**config.mk**
```make
export PLATFORM = sky130hd
export DESIGN_NAME = servo_pwm_bank
export DESIGN_NICKNAME = d
export VERILOG_FILES = /design/src/rtl/servo_pwm_bank.sv
export SDC_FILE = /design/constraint.sdc
export NUM_CORES = 1
export LEC_CHECK = 0
export ABC_AREA = 1
export CORE_AREA = 2 2 134 136
export CTS_BUF_LIST = sky130_fd_sc_hd__clkbuf_4
export DETAILED_ROUTE_END_ITERATION = 16
export DIE_AREA = 0 0 136 138
export HOLD_SLACK_MARGIN = 0.02
export MAX_ROUTING_LAYER = met4
export PLACE_DENSITY = 0.92
export SETUP_SLACK_MARGIN = 0.2
export SYNTH_ARGS = -nofsm -noshare
export SYNTH_HDL_FRONTEND = slang
export SYNTH_SLANG_ARGS = --single-unit
```
**constraint.sdc**
```tcl
create_clock -name clock -period 3.25 [get_ports clock]
set_input_delay 0.65 -clock clock [delete_from_list [all_inputs] [get_ports clock]]
set_output_delay 0.65 -clock clock [all_outputs]
set_load 0.05 [all_outputs]
```
**src/rtl/servo_pwm_bank.sv**
```systemverilog
// Multi-channel frame-synchronous hobby-servo PWM generator with per-channel target write port.
// Optional build macro SERVO_SLEW_EN: slew-limit each channel's applied offset by SLEW_STEP per frame.
module servo_pwm_bank #(
  parameter int unsigned NUM_CH        = 4,
  parameter int unsigned PERIOD_CYCLES = 2000000,
  parameter int unsigned MIN_PULSE     = 70000,
  parameter int unsigned OFF_W         = 18,
  parameter int unsigned MAX_OFFSET    = 180000,
  parameter int unsigned SLEW_STEP     = 5000,
  localparam int unsigned CH_W         = (NUM_CH > 1) ? $clog2(NUM_CH) : 1
) (
  input  logic              clock,
  input  logic              reset_n,
  input  logic              wr_en,
  input  logic [CH_W-1:0]   wr_ch,
  input  logic [OFF_W-1:0]  wr_data,
  input  logic [NUM_CH-1:0] ch_en,
  output logic [NUM_CH-1:0] servo,
  output logic              frame_start,
  output logic [NUM_CH-1:0] at_target
);

  localparam int unsigned CNT_W = $clog2(PERIOD_CYCLES);
  localparam int unsigned CMP_W = (CNT_W > OFF_W + 1) ? CNT_W : OFF_W + 1;

  // Elaboration-time parameter sanity: every pulse must fall inside its frame.
  if (MIN_PULSE + MAX_OFFSET >= PERIOD_CYCLES) begin : g_bad_timing
    $error("servo_pwm_bank: MIN_PULSE + MAX_OFFSET must be below PERIOD_CYCLES");
  end
  if (NUM_CH < 1 || NUM_CH > 16) begin : g_bad_num_ch
    $error("servo_pwm_bank: NUM_CH must be in 1..16");
  end
  if (MAX_OFFSET >= (64'd1 << OFF_W) || SLEW_STEP >= (64'd1 << OFF_W)) begin : g_bad_off_w
    $error("servo_pwm_bank: MAX_OFFSET and SLEW_STEP must fit in OFF_W bits");
  end

  logic [CNT_W-1:0] counter;
  logic             boundary;
  logic [OFF_W-1:0] target      [NUM_CH];
  logic [OFF_W-1:0] applied     [NUM_CH];
  logic [OFF_W-1:0] applied_nxt [NUM_CH];
  logic [CMP_W-1:0] thresh      [NUM_CH];
  logic [NUM_CH-1:0] en_lat;
  logic [OFF_W-1:0] wr_clamped;
  logic             wr_hit;

  assign boundary   = (counter == CNT_W'(PERIOD_CYCLES - 1));
  assign wr_clamped = (wr_data > OFF_W'(MAX_OFFSET)) ? OFF_W'(MAX_OFFSET) : wr_data;
  assign wr_hit     = wr_en && ({1'b0, wr_ch} < (CH_W + 1)'(NUM_CH));

  // Frame period counter
  always_ff @(posedge clock or negedge reset_n) begin
    if (!reset_n) begin
      counter <= '0;
    end else if (boundary) begin
      counter <= '0;
    end else begin
      counter <= counter + CNT_W'(1);
    end
  end

  // Target registers: last accepted write in a frame wins
  always_ff @(posedge clock or negedge reset_n) begin
    if (!reset_n) begin
      for (int ch = 0; ch < NUM_CH; ch++) target[ch] <= '0;
    end else if (wr_hit) begin
      for (int ch = 0; ch < NUM_CH; ch++) begin
        if (wr_ch == CH_W'(ch)) target[ch] <= wr_clamped;
      end
    end
  end

`ifdef SERVO_SLEW_EN
  localparam logic [OFF_W-1:0] STEP = OFF_W'(SLEW_STEP);

  // Move applied toward target by at most STEP per frame
  always_comb begin
    logic [OFF_W-1:0] delta;
    delta = '0;
    for (int ch = 0; ch < NUM_CH; ch++) begin
      applied_nxt[ch] = applied[ch];
      if (target[ch] > applied[ch]) begin
        delta           = target[ch] - applied[ch];
        applied_nxt[ch] = applied[ch] + ((delta > STEP) ? STEP : delta);
      end else if (target[ch] < applied[ch]) begin
        delta           = applied[ch] - target[ch];
        applied_nxt[ch] = applied[ch] - ((delta > STEP) ? STEP : delta);
      end
    end
  end
`else
  always_comb begin
    for (int ch = 0; ch < NUM_CH; ch++) applied_nxt[ch] = target[ch];
  end
`endif

  // Applied offset and enable only change at the frame boundary
  always_ff @(posedge clock or negedge reset_n) begin
    if (!reset_n) begin
      for (int ch = 0; ch < NUM_CH; ch++) applied[ch] <= '0;
      en_lat <= '0;
    end else if (boundary) begin
      for (int ch = 0; ch < NUM_CH; ch++) applied[ch] <= applied_nxt[ch];
      en_lat <= ch_en;
    end
  end

  always_comb begin
    for (int ch = 0; ch < NUM_CH; ch++) begin
      thresh[ch] = CMP_W'(MIN_PULSE) + CMP_W'(applied[ch]);
    end
  end

  // Registered pulse outputs and frame marker
  always_ff @(posedge clock or negedge reset_n) begin
    if (!reset_n) begin
      servo       <= '0;
      frame_start <= 1'b0;
    end else begin
      for (int ch = 0; ch < NUM_CH; ch++) begin
        servo[ch] <= en_lat[ch] && (CMP_W'(counter) < thresh[ch]);
      end
      frame_start <= (counter == '0);
    end
  end

  always_comb begin
    for (int ch = 0; ch < NUM_CH; ch++) at_target[ch] = (applied[ch] == target[ch]);
  end

endmodule

```
==> out/metrics.csv <==
metric,value,unit
yosys.cell_types.count,29,
seqCellArea,0.00435,mm²
switching_share,0.308,
cellLeakagePower,6.07,nW
ys_seq_area_frac,0.399,
antenna_found_initial,1,
grt_first_pass_wirelength,49400,µm
worstMarginPinSlew,0.971,ns
tns,0,ns
async_reset_ff_frac,1.00,
placed_area,0.0116,mm²
clock_latency,0.61,ns
clock-root-buffer,clkbuf_4,
grt_max_degree,64,
first_global_vias,9940,
gp_congestion,0.936,
multi_input_area,0.00574,mm²
synth.ff_latch_count,174,
critPathLaunchType,flip-flop,
clock_path_buffers,2,
via_per_inst,5.74,
cts_tree,done,
die_area,0.0188,mm²
seq_power_share,0.579,
endpoint_kind,primary output,
synth_most_common_cell,nand2_1,
vdd_ir_drop_max,230,µV
grt-ovfl-total,0,
grt_usage,0.348,
power,4.32,mW
whs,0.0236,ns
nets,1644,
pwr-share-clk,0.300,
crit_type,flip-flop to primary output,
cp.arrival,2.35,ns
ant_nets,0,
synth-main-ff-cell,dfrtp_1,
fp.dieW,136,µm
final_cells,1782,
synth_edf_count,0,
boundaryPins,36,
slew_viol_final,0,
synth.area.top_cells,"dfrtp_1 40%, nand2_1 19%, ha_1 9.0%, inv_1 5.4%, nand3_1 4.3%",
synth_fp_nets,1592,
syn_inst,1487,
wirelength,30200,µm
fmax,0.333,GHz
dr.pass1.iters,7,
wl_per_cell,17.0,µm
combPwrFrac,0.121,
cts_num_sinks,174,
final_util,0.679,
syn-cell-area,0.0109,mm²
fill_cells,1348,
hold_viol_final,0,
final_area,0.0119,mm²
finalWorstSetupSlack,0.248,ns
numCtsBuffers,17,
status,completed,
core,0.0175,mm²
dp_slack,0.572,ns
synth_top_area_share,0.399,
drc_errors,0,
synth_warnings,0,
maxCapViolations,0,
area_growth,9.11,%
htreeDepth,4,
die_h,138,µm
required,2.60,ns
post_route_cells_drive_above_1_share,0.0593,
p_per_area,363,mW/mm²
synthTopCellsByCount,"550 x nand2_1, 174 x dfrtp_1, 157 x inv_1",
power_switching,1.33,mW
slew_headroom,0.351,
numPortBuffers,35,
timing.final.crit_share,0.924,
avgSynthCellArea,7.33,µm²
place_hpwl,22000,µm
fin_crit,3.00,ns
vias,10200,
hold_class,input port to asynchronous set/reset pin,
skew,0.0243,ns
cell_internal_pwr,2.99,mW
drtIter0Drc,937,
yosysTopAreaCell,dfrtp_1,
rsz0062_at_grt,false,
clkTransAtPathRegs,0.15,ns
finalSetupViolCount,0,
num_rows,49,
dp.cells,1749,
worstPathMaxFanout,3,
ff2ff_setup_slack,0.54,ns
start_util,0.622,
-- state kept, by name, summed over array words and instances, names as in the netlist --
name and flops:
en_lat 4, servo 4, applied 72, counter 21
frame_start 1, applied_nxt 72
-- power groups by stage --
stage / Clock [mW] / Combinational, mW / Sequential [mW]
2_1_floorplan: 0 / 0.327 / 2.46
3_3_place_gp: 0 / 0.489 / 2.53
3_5_place_dp: 0 / 0.517 / 2.53
4_1_cts: 1.29 / 0.519 / 2.49
5_1_grt: 1.38 / 0.594 / 2.52
6_report: 1.30 / 0.525 / 2.50
-- what timing repair did --
item,4_1_cts,5_1_grt
resized for setup,4,7
hold buffers,0,0
buffers inserted,0,0
setup endpoints to repair,4,4
-- cell type report --
type / count / share of cell area
Clock inverter: 15 / 0.0135
Inverter: 165 / 0.0521
Tap cell: 229 / 0.0241
Sequential cell: 174 / 0.366
Clock buffer: 17 / 0.0107
Multi-Input combinational cell: 1118 / 0.482
Antenna cell: 1 / 0.000210
Timing Repair Buffer: 63 / 0.0512
-- layer usage --
metal | GRT usage | wire length [µm]
met1 | 0.449 | 11800
met2 | 0.514 | 13700
met3 | 0.0851 | 3160
met4 | 0.168 | 1580
met5 | - | 0
-- cell families (layout without fill, tap and decap cells) --
logic type                 after synthesis  count (layout)  share of synthesized area
DFF                                    174             174                      0.399
and+or+nand+nor                        827             827                      0.310
AOI/OAI and AO/OA                      136             136                     0.0644
buffers and inverters                  195             260                     0.0745
xor gates and xnor gates                77              77                     0.0618
adders and majority gates               78              78                     0.0895
other                                    0               1                          0
-- layout by cell type (no fill, tap or decap), types with 2 or more instances in the layout --
master           instances
nor3_2                   4
nor3_1                  16
bufinv_16                2
buf_4                   23
clkinv_4                 3
clkdlybuf4s50_1         30
o21ai_0                 30
o21a_1                   4
nor2_1                 119
a21oi_1                 43
clkbuf_4                17
buf_12                   5
inv_1                  157
dfrtp_1                174
or2_2                   14
nand3_1                 93
clkinv_2                 2
nand2_1                550
clkinvlp_4               3
xnor2_1                 31
ha_1                    78
xor2_1                  46
nor4_1                   7
inv_2                    8
inv_6                    3
clkbuf_2                 3
o21bai_1                 2
o21ai_1                 54
nor2_2                   2
nand4_1                 19
o22ai_1                  2
-- worst max-delay path, stage by stage, from the launching register on --
cell	delay, ns
dfrtp_1	0.46
xnor2_1	0.33
nand3_1	0.11
nor2_1	0.12
nand3_1	0.08
nor2_1	0.13
clkdlybuf4s15_1	0.52
-- path summary, 6_finish.rpt --
path                                                   end               startpoint  cells past startpoint
max in group asynchronous       applied_nxt[7]$_DFFE_PN0P_                  reset_n                      2
worst min-delay path                 en_lat[0]$_DFFE_PN0N_                  reset_n                      1
min in group clock                   en_lat[0]$_DFFE_PN0N_    en_lat[0]$_DFFE_PN0N_                      2
worst min register to register       en_lat[0]$_DFFE_PN0N_    en_lat[0]$_DFFE_PN0N_                      2
worst max-delay path                          at_target[0]  applied[54]$_DFFE_PN0N_                      6
worst max register to register          servo[1]$_DFF_PN0_  applied[40]$_DFFE_PN0N_                     17
No activity file was read; power rests on OpenSTA's default activity.
